## src/rtl/rgb_pwm_pkg.sv

```systemverilog
// Shared definitions for the RGB PWM driver and the upstream RGB converter:
// duty width, period length and the colour-word field layout.
package rgb_pwm_pkg;

   localparam int unsigned DUTY_W    = 8;
   localparam int unsigned PWM_STEPS = 255;
   localparam int unsigned RGB_W     = 24;

   localparam int unsigned R_MSB = 23;
   localparam int unsigned R_LSB = 16;
   localparam int unsigned G_MSB = 15;
   localparam int unsigned G_LSB = 8;
   localparam int unsigned B_MSB = 7;
   localparam int unsigned B_LSB = 0;

   typedef struct packed {
      logic [DUTY_W-1:0] r;
      logic [DUTY_W-1:0] g;
      logic [DUTY_W-1:0] b;
   } rgb_t;

   typedef enum logic [1:0] {
      CH_R = 2'd0,
      CH_G = 2'd1,
      CH_B = 2'd2
   } channel_e;

   function automatic logic [DUTY_W-1:0] rgb_field(input logic [RGB_W-1:0] rgb,
                                                   input channel_e ch);
      case (ch)
         CH_R:    return rgb[R_MSB:R_LSB];
         CH_G:    return rgb[G_MSB:G_LSB];
         CH_B:    return rgb[B_MSB:B_LSB];
         default: return '0;
      endcase
   endfunction

endpackage

```

## src/rtl/rgb_pwm_channel.sv

```systemverilog
// One LED channel: shadow duty register, step comparator and registered output.
module pwm_channel
   import rgb_pwm_pkg::*;
(
   input  logic              clk_i,
   input  logic              rst_i,
   input  logic              enable_i,
   input  logic              load_i,
   input  logic [DUTY_W-1:0] duty_i,
   input  logic [DUTY_W-1:0] cnt_i,
   output logic              pwm_o
);

   logic [DUTY_W-1:0] duty_q, duty_d;
   logic              pwm_q, pwm_d;

   // The comparator uses the shadow copy, so rgb edits mid-period are invisible
   // until the next load.
   always_comb begin
      duty_d = load_i ? duty_i : duty_q;
      pwm_d  = enable_i && (cnt_i < duty_q);
   end

   always_ff @(posedge clk_i) begin
      if (rst_i) begin
         duty_q <= '0;
         pwm_q  <= 1'b0;
      end else begin
         duty_q <= duty_d;
         pwm_q  <= pwm_d;
      end
   end

   assign pwm_o = pwm_q;

endmodule

```

## src/rtl/rgb_pwm.sv

```systemverilog
// Three-channel LED PWM with a shared prescaler and 255-step counter; each
// period starts with cnt=0 and uses duties latched at the previous period end.
module rgb_pwm
   import rgb_pwm_pkg::*;
#(
   parameter int unsigned PRESCALE = 1
) (
   input  logic        clk,
   input  logic        rst,
   input  logic        enable,
   input  logic [23:0] rgb,
   output logic        pwm_r,
   output logic        pwm_g,
   output logic        pwm_b,
   output logic        period_start
);

   localparam logic [15:0]       PRE_LAST = 16'(PRESCALE - 1);
   localparam logic [DUTY_W-1:0] CNT_LAST = DUTY_W'(PWM_STEPS - 1);

   logic [15:0]       pre_q, pre_d;
   logic [DUTY_W-1:0] cnt_q, cnt_d;
   logic              ps_q, ps_d;
   logic              tick;
   logic              period_end;
   logic              load;

   always_comb begin
      tick       = (pre_q == PRE_LAST);
      period_end = tick && (cnt_q == CNT_LAST);
      // While disabled the shadows track rgb every cycle, so re-enabling starts
      // with the most recent colour.
      load       = !enable || period_end;
      pre_d      = '0;
      cnt_d      = '0;
      if (enable) begin
         pre_d = tick ? '0 : pre_q + 16'd1;
         cnt_d = cnt_q;
         if (tick) begin
            cnt_d = (cnt_q == CNT_LAST) ? '0 : cnt_q + 1'b1;
         end
      end
      ps_d = enable && period_end;
   end

   always_ff @(posedge clk) begin
      if (rst) begin
         pre_q <= '0;
         cnt_q <= '0;
         ps_q  <= 1'b0;
      end else begin
         pre_q <= pre_d;
         cnt_q <= cnt_d;
         ps_q  <= ps_d;
      end
   end

   pwm_channel u_ch_r (
      .clk_i    (clk),
      .rst_i    (rst),
      .enable_i (enable),
      .load_i   (load),
      .duty_i   (rgb_field(rgb, CH_R)),
      .cnt_i    (cnt_q),
      .pwm_o    (pwm_r)
   );

   pwm_channel u_ch_g (
      .clk_i    (clk),
      .rst_i    (rst),
      .enable_i (enable),
      .load_i   (load),
      .duty_i   (rgb_field(rgb, CH_G)),
      .cnt_i    (cnt_q),
      .pwm_o    (pwm_g)
   );

   pwm_channel u_ch_b (
      .clk_i    (clk),
      .rst_i    (rst),
      .enable_i (enable),
      .load_i   (load),
      .duty_i   (rgb_field(rgb, CH_B)),
      .cnt_i    (cnt_q),
      .pwm_o    (pwm_b)
   );

   assign period_start = ps_q;

endmodule

```

## config.mk

```make
export PLATFORM = sky130hd
export DESIGN_NAME = rgb_pwm
export DESIGN_NICKNAME = d
export VERILOG_FILES = /design/src/rtl/rgb_pwm_pkg.sv /design/src/rtl/rgb_pwm_channel.sv /design/src/rtl/rgb_pwm.sv
export SDC_FILE = /design/constraint.sdc
export NUM_CORES = 1
export LEC_CHECK = 0
export BUFFER_PORTS_ARGS = -buffer_cell sky130_fd_sc_hd__buf_2
export CORE_ASPECT_RATIO = 0.5
export CORE_MARGIN = 10
export CORE_UTILIZATION = 60
export CTS_CLUSTER_SIZE = 25
export DETAILED_ROUTE_END_ITERATION = 10
export PLACE_DENSITY = 0.82
export SYNTH_ARGS = -nofsm -noshare
export SYNTH_HDL_FRONTEND = slang
export SYNTH_HIERARCHICAL = 1
export SYNTH_SLANG_ARGS = --single-unit
```

## constraint.sdc

```tcl
create_clock -name clk -period 5.75 [get_ports clk]
set_clock_uncertainty 0.15 [all_clocks]
set_input_delay 0 -clock clk [delete_from_list [all_inputs] [get_ports clk]]
set_output_delay 0 -clock clk [all_outputs]
set_load 0.02 [all_outputs]
```

Word-level counts from Yosys, hierarchy flattened
Cells that the tools add are included.
{ "classes": {"addsub": 2, "order_cmp": 3, "n_eq_ne": 1, "n_mux": 1, "bitwise": 1, "n_reduce_logical": 10} }
{ "op_table": {"columns": ["operator", "n"], "rows": [
  ["$lt A8 B8 Y1", 3],
  ["$add A16 B1 Y16 const B", 1],
  ["$logic_not A16 Y1", 1],
  ["$add A8 B1 Y8 const B", 1],
  ["$eq A8 B8 Y1 const B", 1],
  ["$mux W8", 1],
  ["$logic_and A1 B1 Y1", 5],
  ["$reduce_or A3 Y1", 1],
  ["$reduce_or A2 Y1", 1],
  ["$logic_not A1 Y1", 1],
  ["$logic_or A1 B1 Y1", 1],
  ["$not A1 Y1", 1]
]} }
{ "totals": {"reg_bits": 52, "inputBits": 27} }

Depth between registers and ports, before layout
Gate-level depths: netlist of the first run.
{ "depth": {"depth_word": 3, "depth_mapped": 10, "ltp_nobuf": 7} }

Hierarchy
The synthesis of the first run kept the hierarchy.
{ "modules_own_cells": {"columns": ["mod", "n_inst", "cells_per_inst", "area_each_um2", "seq_area_each_um2"], "rows": [
  ["pwm_channel", 3, 50, 484.2, 180.2],
  ["rgb_pwm", 1, 144, 1198.6, 500.5]
]} }

Worst setup path after synthesis of the first run
No wires, ideal clock.
{ "synth_timing": {"kind": "register to register", "start": "register pre_q[0]", "end": "register u_ch_b.duty_q[0]", "arrival_time_ps": 1840, "required_time_ps": 5473, "slack_ps": 3633, "path_stages_with_launch": 11, "n_path_buf": 3, "synth_period_minus_slack_ps": 2117, "path_cell_list": "dfxtp_1 inv_1 ha_1 nor4b_2 nand4_1 buf_2 clkbuf_1 o21ai_0 buf_2 mux2i_1 nor2_1"} }
{ "synth_between": {"elab_chain_cells": 3} }
{ "synth_rtl": {"columns": ["item", "line", "source"], "rows": [
  ["from (decl)", "rgb_pwm.sv:21", "logic [15:0] pre_q, pre_d;"],
  ["from (signal assigned)", "rgb_pwm.sv:52", "pre_q <= pre_d;"],
  ["$logic_not A16 Y1", "rgb_pwm.sv:29", "tick = (pre_q == PRE_LAST);"],
  ["$logic_and A1 B1 Y1", "rgb_pwm.sv:30", "period_end = tick && (cnt_q == CNT_LAST);"],
  ["$logic_or A1 B1 Y1", "rgb_pwm.sv:33", "load = !enable || period_end;"],
  ["via load", "rgb_pwm.sv:26", "logic load;"],
  ["to (signal assigned)", "rgb_pwm_channel.sv:29", "duty_q <= duty_d;"],
  ["to (decl)", "rgb_pwm_channel.sv:14", "logic [DUTY_W-1:0] duty_q, duty_d;"]
]} }
The timed path passes the listed nets, and every way through them passes these cells.
A chain may end at the register's enable or synchronous reset.

Worst setup path after layout of the first run
{ "layout_timing": {"start": "register pre_q[0]", "end": "register u_ch_b.duty_q[6]"} }
Same word-level chain as after synthesis.

==> results of run 1 <==
==> worst max-delay path, delay by kind of cell (launching register included) <==
family	cells	cell delay (ns)
adders and majority gates	1	0.13
buffers and inverters	2	0.45
muxes	1	0.25
DFF	1	0.36
and+or+nand+nor	3	0.84
AOI/OAI and AO/OA	1	0.93
==> routing by layer <==
layer | vias up | global-route usage (%) | routed length (um)
li1 | 1131 | - | -
met1 | 1060 | 19.4 | 2720
met2 | 58 | 29.5 | 3140
met3 | 6 | 4.38 | 274
met4 | 0 | 3.57 | 45
met5 | - | 0 | 0
==> layout make-up <==
type | instances | area share (%)
clock inverter | 1 | 0.158
multi-input combinational | 204 | 46.3
sequential | 52 | 33.0
timing repair buffer | 56 | 12.9
inverter | 27 | 3.21
tap | 54 | 2.14
clock buffer | 6 | 2.30
==> logic make-up (layout without fill, tap and decap cells) <==
group | after synthesis | count (layout) | synth area share (%)
flops | 52 | 52 | 39.3
buf+inv | 38 | 90 | 5.66
compound gates | 37 | 37 | 9.53
mux | 24 | 24 | 9.06
simple gates | 105 | 105 | 20.4
xor+xnor | 13 | 13 | 4.29
fa+ha+maj | 25 | 25 | 11.8
==> cells in the mapped netlist, types with 2 or more instances <==
master / number
nor4_1: 7
nand2b_1: 4
xnor2_1: 10
a31oi_1: 3
or3_1: 3
nand3_1: 8
o21ai_1: 2
ha_1: 25
or4_1: 3
and4_1: 2
o2111ai_1: 3
a211oi_1: 3
o21a_1: 3
and3_1: 3
mux2i_1: 24
dfxtp_1: 52
nand2_1: 15
o21ai_0: 7
nand4_1: 7
a21oi_1: 10
inv_1: 27
nor2_1: 39
buf_2: 6
xor2_1: 3
o211ai_1: 3
a2111oi_2: 3
nor3_1: 5
or3b_1: 4
buf_1: 4
==> per-stage QoR <==
stage               util, %  setup slack [ns]  instance area (um2)
floorplan                 -              3.63                 2650
detailed placement     69.3              2.56                 2830
CTS                    77.4              2.55                 3160
finish                 77.4              2.49                 3160
global route           77.4              2.17                 3160
global placement       69.3              2.75                 2830
==> worst max path at each step <==
stage / cells past startpoint / slack [ns] / to
final: 8 / 2.49 / u_ch_b/duty_q[6]
after global routing: 8 / 2.17 / u_ch_g/duty_q[1]
after CTS: 8 / 2.55 / u_ch_b/duty_q[7]
after detailed placement: 8 / 2.56 / u_ch_g/duty_q[0]
after global placement: 8 / 2.75 / u_ch_b/duty_q[4]
after floorplan: 10 / 3.63 / u_ch_b/duty_q[0]
==> power by group through the flow <==
| stage | registers, uW | logic [uW] | clock network, uW |
|---|---|---|---|
| 3_5_place_dp | 389 | 64.1 | 0 |
| 5_1_grt | 382 | 88.6 | 219 |
| 3_3_place_gp | 388 | 60.0 | 0 |
| 4_1_cts | 380 | 77.7 | 204 |
| 6_report | 381 | 80.4 | 198 |
| 2_1_floorplan | 388 | 43.1 | 0 |
==> state kept, by name (all words and copies together) (netlist names) <==
| signal | count |
|---|---|
| cnt_q | 8 |
| period_start | 1 |
| pre_q | 16 |
| u_ch_b/duty_q | 8 |
| u_ch_b/pwm_o | 1 |
| u_ch_g/duty_q | 8 |
| u_ch_g/pwm_o | 1 |
| u_ch_r/duty_q | 8 |
| u_ch_r/pwm_o | 1 |
==> reports/results.txt, run 1 <==
status: complete, no violations
Pins Over Slew Limit: 0
final hold violation count: 0
Final #Nets: 398
Slowest-stage cell, CP: o21ai_2
grt total ovfl: 0
Synth Area per Inst: 9.02 um2
diodes inserted: 0
core area: 0.00408 mm2
#FFs+latches synth: 52
largest net degree at the start of global routing: 30
synthesized net count: 346
DR vias: 2255
DR DRC count: 0
cell taking the most area after synthesis: dfxtp_1
Seq/Total Area, Yosys: 39.3%
Clock Sinks: 52
vias in the first global route: 2261
MaxCap Viol Count: 0
ANT nets after route: 0
DRT Pass-1 Iters: 5
Die X: 114 um
Worst-Skew Late Latency: 0.31 ns
Distinct cells, synth: 35
WL per Instance: 15.5 um
Synth Cell Area: 0.00265 mm2
WHS: 0.0141 ns
placed cells: 368
FMAX: 0.307 GHz
minimum clock period after layout: 3.26 ns
commonest cells after routing, fill and taps aside: dfxtp_1, nor2_1, buf_2
first-pass GRT wire length: 10500 um
clock power share: 30.0%
Worst Setup End Kind: flip-flop
fillcell total: 272
initial antenna violation count: 0
Synth async-reset ratio: 0%
clock transition at the registers of the reported paths: 0.09 ns
number of setup violations in the final report: 0
switching share of power: 24.5%
CTS H-tree depth: 2
hold crit path type: in -> reg
CTS tree: built
CP required: 5.78 ns
GRT Total Usage: 16.5%
RSZ-0062 raised after global routing: no
fin crit share: 56.6%
Switch Pwr: 161 uW
Routability Congestion: 0.792
reg2reg setup slack: 2.49 ns
CP max FO: 20
Synth area leaders: dfxtp_1, ha_1, mux2i_1, nor2_1, inv_1
final WL: 6180 um
Seq pwr share: 57.8%
Critical R2R Capture: u_ch_b/duty_q[6]
Sum Neg Setup Slack: 0 ns
hold path start: rst
die span in y: 67.0 um
Hold Path End: u_ch_g/duty_q[1]
hpwl dp: 4070 um
# hold bufs at CTS: 25
Initial Util: 64.9%
worst reg2reg path depth: 8
commonest non-fill, non-tap cell in the layout: dfxtp_1
crit path launch: pre_q[0]
CP max stage delay: 0.93 ns
worst-margin pin slew: 0.848 ns
Pwr Total: 659 uW
multi-input logic area: 0.00146 mm2
root buf cell: clkbuf_8
Yosys Warn Count: 6
crit-path cells: inv_1 -> ha_1 -> nor4b_2 -> nand4_1 -> o21ai_2 -> buf_4 -> mux2i_1 -> nor2_1
Via density: 5.64
layout cells sized above 1: 12.4%
DR iter-0 viols: 118
crit path launch type: flip-flop
top-level port count: 31
Synth Flop Type: dfxtp_1
post-synthesis cell count: 294
Num CTS Buffers: 5
area grow syn2layout: 19.2%
Gate power share: 12.2%
hold path cells: 2
# rows: 16
final std cells w/o fill: 400
post-CTS resize count: 0
Die Area: 0.00764 mm2
clk buf depth: 2
PwrDens: 209 mW/mm2
maximum VDD drop: 151 uV
Crit path arrival time: 3.28 ns
relative slew slack: 43.5%
crit path kind: reg -> reg
Leak: 0.00129 uW
FF+latch area: 0.00104 mm2
Post-synth EDFFs: 0
post-CTS setup buffers: 0
total internal power: 498 uW
# port buffers: 30
reg-to-reg startpoint: pre_q[0]
top cell type's share of synthesized area: 39.3%
Note: power is estimated with default switching activity, not from simulation.
==> run 2: changes to the inputs <==
--- a/config.mk
+++ b/config.mk
@@ -8,10 +8,10 @@
 export BUFFER_PORTS_ARGS = -buffer_cell sky130_fd_sc_hd__buf_2
 export CORE_ASPECT_RATIO = 0.5
 export CORE_MARGIN = 10
-export CORE_UTILIZATION = 60
+export CORE_UTILIZATION = 52
 export CTS_CLUSTER_SIZE = 25
 export DETAILED_ROUTE_END_ITERATION = 10
-export PLACE_DENSITY = 0.82
+export PLACE_DENSITY = 0.75
 export SYNTH_ARGS = -nofsm -noshare
 export SYNTH_HDL_FRONTEND = slang
 export SYNTH_HIERARCHICAL = 1
==> constraint.sdc (replaced) <==
create_clock -name clk -period 2.9 [get_ports clk]
set_clock_uncertainty 0.15 [all_clocks]
set_input_delay 0 -clock clk [delete_from_list [all_inputs] [get_ports clk]]
set_output_delay 0 -clock clk [all_outputs]
set_load 0.02 [all_outputs]
==> reports/results.txt, run 2 (synthesis gave the netlist of run 1 again) <==
final WL: 5790 um
final hold violation count: 0
FF+latch area: 0.00104 mm2
initial antenna violation count: 0
GRT Total Usage: 13.9%
diodes inserted: 0
PwrDens: 457 mW/mm2
MaxCap Viol Count: 0
Die X: 121 um
worst-margin pin slew: 0.553 ns
reg2reg setup slack: 0.65 ns
fin crit share: 77.7%
max reg flops: 16
Largest Register: pre_q
Clock Sinks: 52
grt total ovfl: 0
hpwl dp: 3960 um
commonest cells after routing, fill and taps aside: dfxtp_1, nor2_1, buf_2
Post-Place Setup Slack: 0.700 ns
Initial Util: 53.8%
crit path launch type: flip-flop
Via density: 5.25
CTS tree: built
CP max FO: 16
maximum VDD drop: 288 uV
area grow syn2layout: 22.4%
vias in the first global route: 2287
reg-to-reg startpoint: pre_q[0]
RSZ-0062 raised after global routing: no
status: complete, no violations
fillcell total: 379
crit path launch: pre_q[0]
placed inst area: 0.00287 mm2
crit path kind: reg -> reg
core area: 0.00493 mm2
DR vias: 2196
CP required: 2.93 ns
first-pass GRT wire length: 10000 um
top-level port count: 31
number of setup violations in the final report: 0
relative slew slack: 63.1%
Routability Congestion: 0.796
Crit path arrival time: 2.29 ns
Sum Neg Setup Slack: 0 ns
# rows: 18
CTS H-tree depth: 2
post-CTS resize count: 0
# port buffers: 30
clk buf depth: 2
FMAX: 0.444 GHz
Die Area: 0.00853 mm2
Worst-Skew Late Latency: 0.31 ns
met2 GRT Util: 24.5%
hold crit path type: in -> reg
WHS: 0.00823 ns
Final #Nets: 400
met1 Resource Use GR: 15.3%
Final Instance Area: 0.00325 mm2
Final Core Density: 65.8%
global route hottest layer: met2
DR iter-0 viols: 147
Final Worst Setup Slack: 0.646 ns
Num CTS Buffers: 5
largest net degree at the start of global routing: 30
worst reg2reg path depth: 9
Worst Setup End Kind: flip-flop
Worst setup endpoint: u_ch_b/duty_q[5]
Leak: 0.00132 uW
layout cells sized above 1: 13.2%
ANT nets after route: 0
DRT Pass-1 Iters: 4
die span in y: 70.5 um
clock transition at the registers of the reported paths: 0.09 ns
root buf cell: clkbuf_8
M3 GR Usage: 3.93%
multi-input logic area: 0.00146 mm2
commonest non-fill, non-tap cell in the layout: dfxtp_1
Pins Over Slew Limit: 0
minimum clock period after layout: 2.25 ns
WL per Instance: 13.9 um
DR DRC count: 0
Critical R2R Capture: u_ch_b/duty_q[5]
==> run 2: final cells by class <==
cell class,count,share of cell area (%)
Clock buffer,5,2.12
Clock inverter,2,1.85
Inverter,27,3.12
Multi-Input combinational cell,204,45.1
Sequential cell,52,32.1
Tap cell,70,2.70
Timing Repair Buffer,58,13.0
==> run 2: metal layers <==
metal,routed length [um],part of all wire [%],vias up
met5,0,0,-
met4,70,1.2,0
met3,206,3.6,7
met2,2870,50,49
met1,2640,46,1009
li1,-,-,1131
==> run 2: how the worst min path moves through the flow <==
stage / start / end / slack (ns) / depth (start not counted)
6_report: rst / u_ch_r/duty_q[7] / 0.008 / 2
4_1_cts: rst / u_ch_g/duty_q[6] / 0.007 / 2
3_3_place_gp: rgb[17] / u_ch_r/duty_q[1] / 0.08 / 3
5_1_grt: rst / u_ch_r/duty_q[2] / 0.02 / 2
2_1_floorplan: rgb[0] / u_ch_b/duty_q[0] / -0.003 / 2
3_5_place_dp: rgb[1] / u_ch_b/duty_q[1] / 0.09 / 3
==> run 2: worst max-delay path, cell delays in order (launching register included) <==
cell	delay [ns]
dfxtp_1	0.36
inv_1	0.07
ha_1	0.14
nor4b_2	0.18
nand4_1	0.24
buf_4	0.26
o21ai_2	0.14
buf_4	0.25
mux2i_1	0.25
nor2_1	0.07
==> run 2: what timing repair did <==
item                       4_1_cts  5_1_grt
hold buffers                    25        0
setup endpoints to repair        0        0
setup buffers                    0        0
hold endpoints to repair        27        0
==> run 2: metrics by stage <==
stage | power [uW] | instances
global placement | 891 | 386
detailed placement | 898 | 386
floorplan | 854 | 294
global route | 1550 | 418
finish | 1480 | 418
CTS | 1490 | 418
==> run 2: where the power goes <==
part,switching (uW),internal (uW)
Combinational,70.8,84.4
Sequential,15.8,738
Clock,233,340
Total,320,1160
==> run 3: changes to the inputs <==
--- a/config.mk
+++ b/config.mk
@@ -5,13 +5,14 @@
 export SDC_FILE = /design/constraint.sdc
 export NUM_CORES = 1
 export LEC_CHECK = 0
+export ABC_AREA = 1
 export BUFFER_PORTS_ARGS = -buffer_cell sky130_fd_sc_hd__buf_2
 export CORE_ASPECT_RATIO = 0.5
 export CORE_MARGIN = 10
-export CORE_UTILIZATION = 52
+export CORE_UTILIZATION = 59
 export CTS_CLUSTER_SIZE = 25
 export DETAILED_ROUTE_END_ITERATION = 10
-export PLACE_DENSITY = 0.75
+export PLACE_DENSITY = 0.8
 export SYNTH_ARGS = -nofsm -noshare
 export SYNTH_HDL_FRONTEND = slang
 export SYNTH_HIERARCHICAL = 1
==> constraint.sdc (replaced) <==
create_clock -name clk -period 2.1 [get_ports clk]
set_clock_uncertainty 0.15 [all_clocks]
set_input_delay 0 -clock clk [delete_from_list [all_inputs] [get_ports clk]]
set_output_delay 0 -clock clk [all_outputs]
set_load 0.02 [all_outputs]
==> reports/results.txt, run 3 <==
status: complete, no violations
Largest Register: pre_q
final WL: 7180 um
Synth async-reset ratio: 0%
Critical R2R Capture: u_ch_b/duty_q[2]
Synth Cell Area: 0.00305 mm2
placed cells: 501
cell taking the most area after synthesis: dfxtp_1
Distinct cells, synth: 32
DR DRC count: 0
layout cells sized above 1: 22.2%
commonest non-fill, non-tap cell in the layout: nand2_1
crit-path cells: inv_1 -> ha_1 -> nand3_1 -> nor2_1 -> nand3_2 -> nand2_2 -> inv_2 -> nor2_1 -> a211oi_2
post-synthesis cell count: 401
number of setup violations in the final report: 0
synthesized net count: 453
RSZ-0062 raised after global routing: no
worst path buffer plus inverter count: 2
final hold violation count: 0
hold crit path type: reg -> reg
crit path launch type: flip-flop
# rows: 18
reg2reg setup slack: 0.14 ns
die span in y: 70.8 um
area grow syn2layout: 20.6%
Worst-Skew Late Latency: 0.31 ns
critical path depth in cells: 9
Initial Util: 61.5%
max reg flops: 16
fin crit share: 93.1%
fillcell total: 365
CP required: 2.16 ns
CP max FO: 15
top cell type's share of synthesized area: 34.2%
WL per Instance: 13.4 um
crit path launch: pre_q[0]
Die X: 122 um
met1 Resource Use GR: 19.8%
Pins Over Slew Limit: 0
Slowest-stage cell, CP: dfxtp_1
grt total ovfl: 0
#FFs+latches synth: 52
WHS: 0.319 ns
relative slew slack: 73.5%
ANT nets after route: 0
CTS tree: built
reg-to-reg startpoint: pre_q[0]
maximum VDD drop: 401 uV
CTS H-tree depth: 2
hpwl dp: 4930 um
Seq/Total Area, Yosys: 34.2%
clock transition at the registers of the reported paths: 0.10 ns
Synth Area per Inst: 7.60 um2
CP max stage delay: 0.42 ns
MaxCap Viol Count: 0
Worst path most repeated cell: nor2_1
most frequent cells after synthesis: nand2_1, nor2_1, inv_1
Synth area leaders: dfxtp_1, ha_1, nand2_1, a211oi_2, nor2_1
met2 GRT Util: 31.1%
Via density: 5.21
Synth Flop Type: dfxtp_1
delay-heaviest family, CP: simple AND/OR/NAND/NOR gates
global route hottest layer: met2
Post-synth EDFFs: 0
crit path kind: reg -> reg
Yosys Warn Count: 6
Leak: 0.00164 uW
top-count cell post-synth: nand2_1
clk buf depth: 2
largest net degree at the start of global routing: 28
DRT Pass-1 Iters: 4
post-CTS setup buffers: 0
initial antenna violation count: 1
root buf cell: clkbuf_8
Final Core Density: 74.1%
DR iter-0 viols: 175
M3 GR Usage: 3.64%
final std cells w/o fill: 535
core area: 0.00495 mm2
# port buffers: 30
Die Area: 0.00861 mm2
Crit path arrival time: 2.02 ns
GRT Total Usage: 17.3%
top-level port count: 31
Worst setup endpoint: u_ch_b/duty_q[2]
FMAX: 0.511 GHz
Final #Nets: 516
Num CTS Buffers: 5
worst-margin pin slew: 0.398 ns
commonest cells after routing, fill and taps aside: nand2_1, nor2_1, inv_1
Worst Setup End Kind: flip-flop
PwrDens: 572 mW/mm2
DR vias: 2786
vias in the first global route: 2799
Routability Congestion: 0.926
Sum Neg Setup Slack: 0 ns
worst reg2reg path depth: 9
Clock Sinks: 52
first-pass GRT wire length: 12500 um
minimum clock period after layout: 1.96 ns
[run 3: cell count changes after synthesis, sizes merged, moves of 8 or more]
cell and delta:
a21oi +17, mux2i -24, nand2 +72, inv +34, nand3 +16, xnor2 -8, nor2 +33, a211oi +18
nor4 -8
[run 3: through the flow]
stage / power [uW] / area, um2 / setup slack (ns)
floorplan: 1210 / 3050 / 0.313
global route: 2170 / 3670 / 0.0129
global placement: 1260 / 3280 / 0.253
CTS: 2090 / 3670 / 0.126
finish: 2100 / 3670 / 0.144
detailed placement: 1270 / 3280 / 0.152
[run 3: what timing repair did]
| action | 4_1_cts | 5_1_grt |
|---|---|---|
| hold endpoints to repair | 31 | 0 |
| endpoints found under the setup margin | 0 | 14 |
| gates resized for setup | 0 | 1 |
| hold buffers | 26 | 0 |
[run 3: power by group]
part           total, uW  internal, uW  switching, uW
combinational        262           118            144
clock                805           469            336
sequential          1030          1020           11.5
total               2100          1610            491
[run 3: kinds of logic (layout without fill, tap and decap cells)]
group,Yosys count,count (layout),synth area share (%)
compound gates,54,54,15.0
buf+inv,70,133,9.81
fa+ha+maj,25,25,10.3
simple gates,196,196,29.6
other cells,0,1,0
flops,52,52,34.2
xor+xnor,4,4,1.15
[run 3: worst min-delay path by stage]
stage                           startpoint          endpoint  slack [ns]  depth (start not counted)
after floorplan                     enable      u_ch_b/pwm_o       -0.01                          2
after global placement              rgb[0]  u_ch_b/duty_q[0]        0.11                          3
after detailed placement            rgb[8]  u_ch_g/duty_q[0]        0.12                          3
after CTS                 u_ch_b/duty_q[0]  u_ch_b/duty_q[0]        0.32                          2
after global routing      u_ch_r/duty_q[4]  u_ch_r/duty_q[4]        0.35                          2
final                     u_ch_b/duty_q[0]  u_ch_b/duty_q[0]        0.32                          2
[run 3: worst register-to-register path: cells and delay by family (launching register included)]
kind | cells | cell delay (ns)
compound gates | 1 | 0.21
fa+ha+maj | 1 | 0.23
buf+inv | 2 | 0.34
flops | 1 | 0.42
simple gates | 5 | 0.51
[run 3: final cells by class]
type	instances	area (um2)	share of cell area (%)
sequential	52	1040	28.3
tap	70	87.6	2.38
clock buffer	5	68.8	1.87
timing repair buffer	64	470	12.8
antenna	1	2.50	0.0681
clock inverter	2	60.1	1.63
multi-input combinational	279	1710	46.5
inverter	62	234	6.37
[run 3: per-layer routing]
| metal | share of wire (%) | up-vias |
|---|---|---|
| met5 | 0 | - |
| met4 | 1.2 | 0 |
| met2 | 51 | 70 |
| li1 | - | 1409 |
| met1 | 43 | 1295 |
| met3 | 5.4 | 12 |
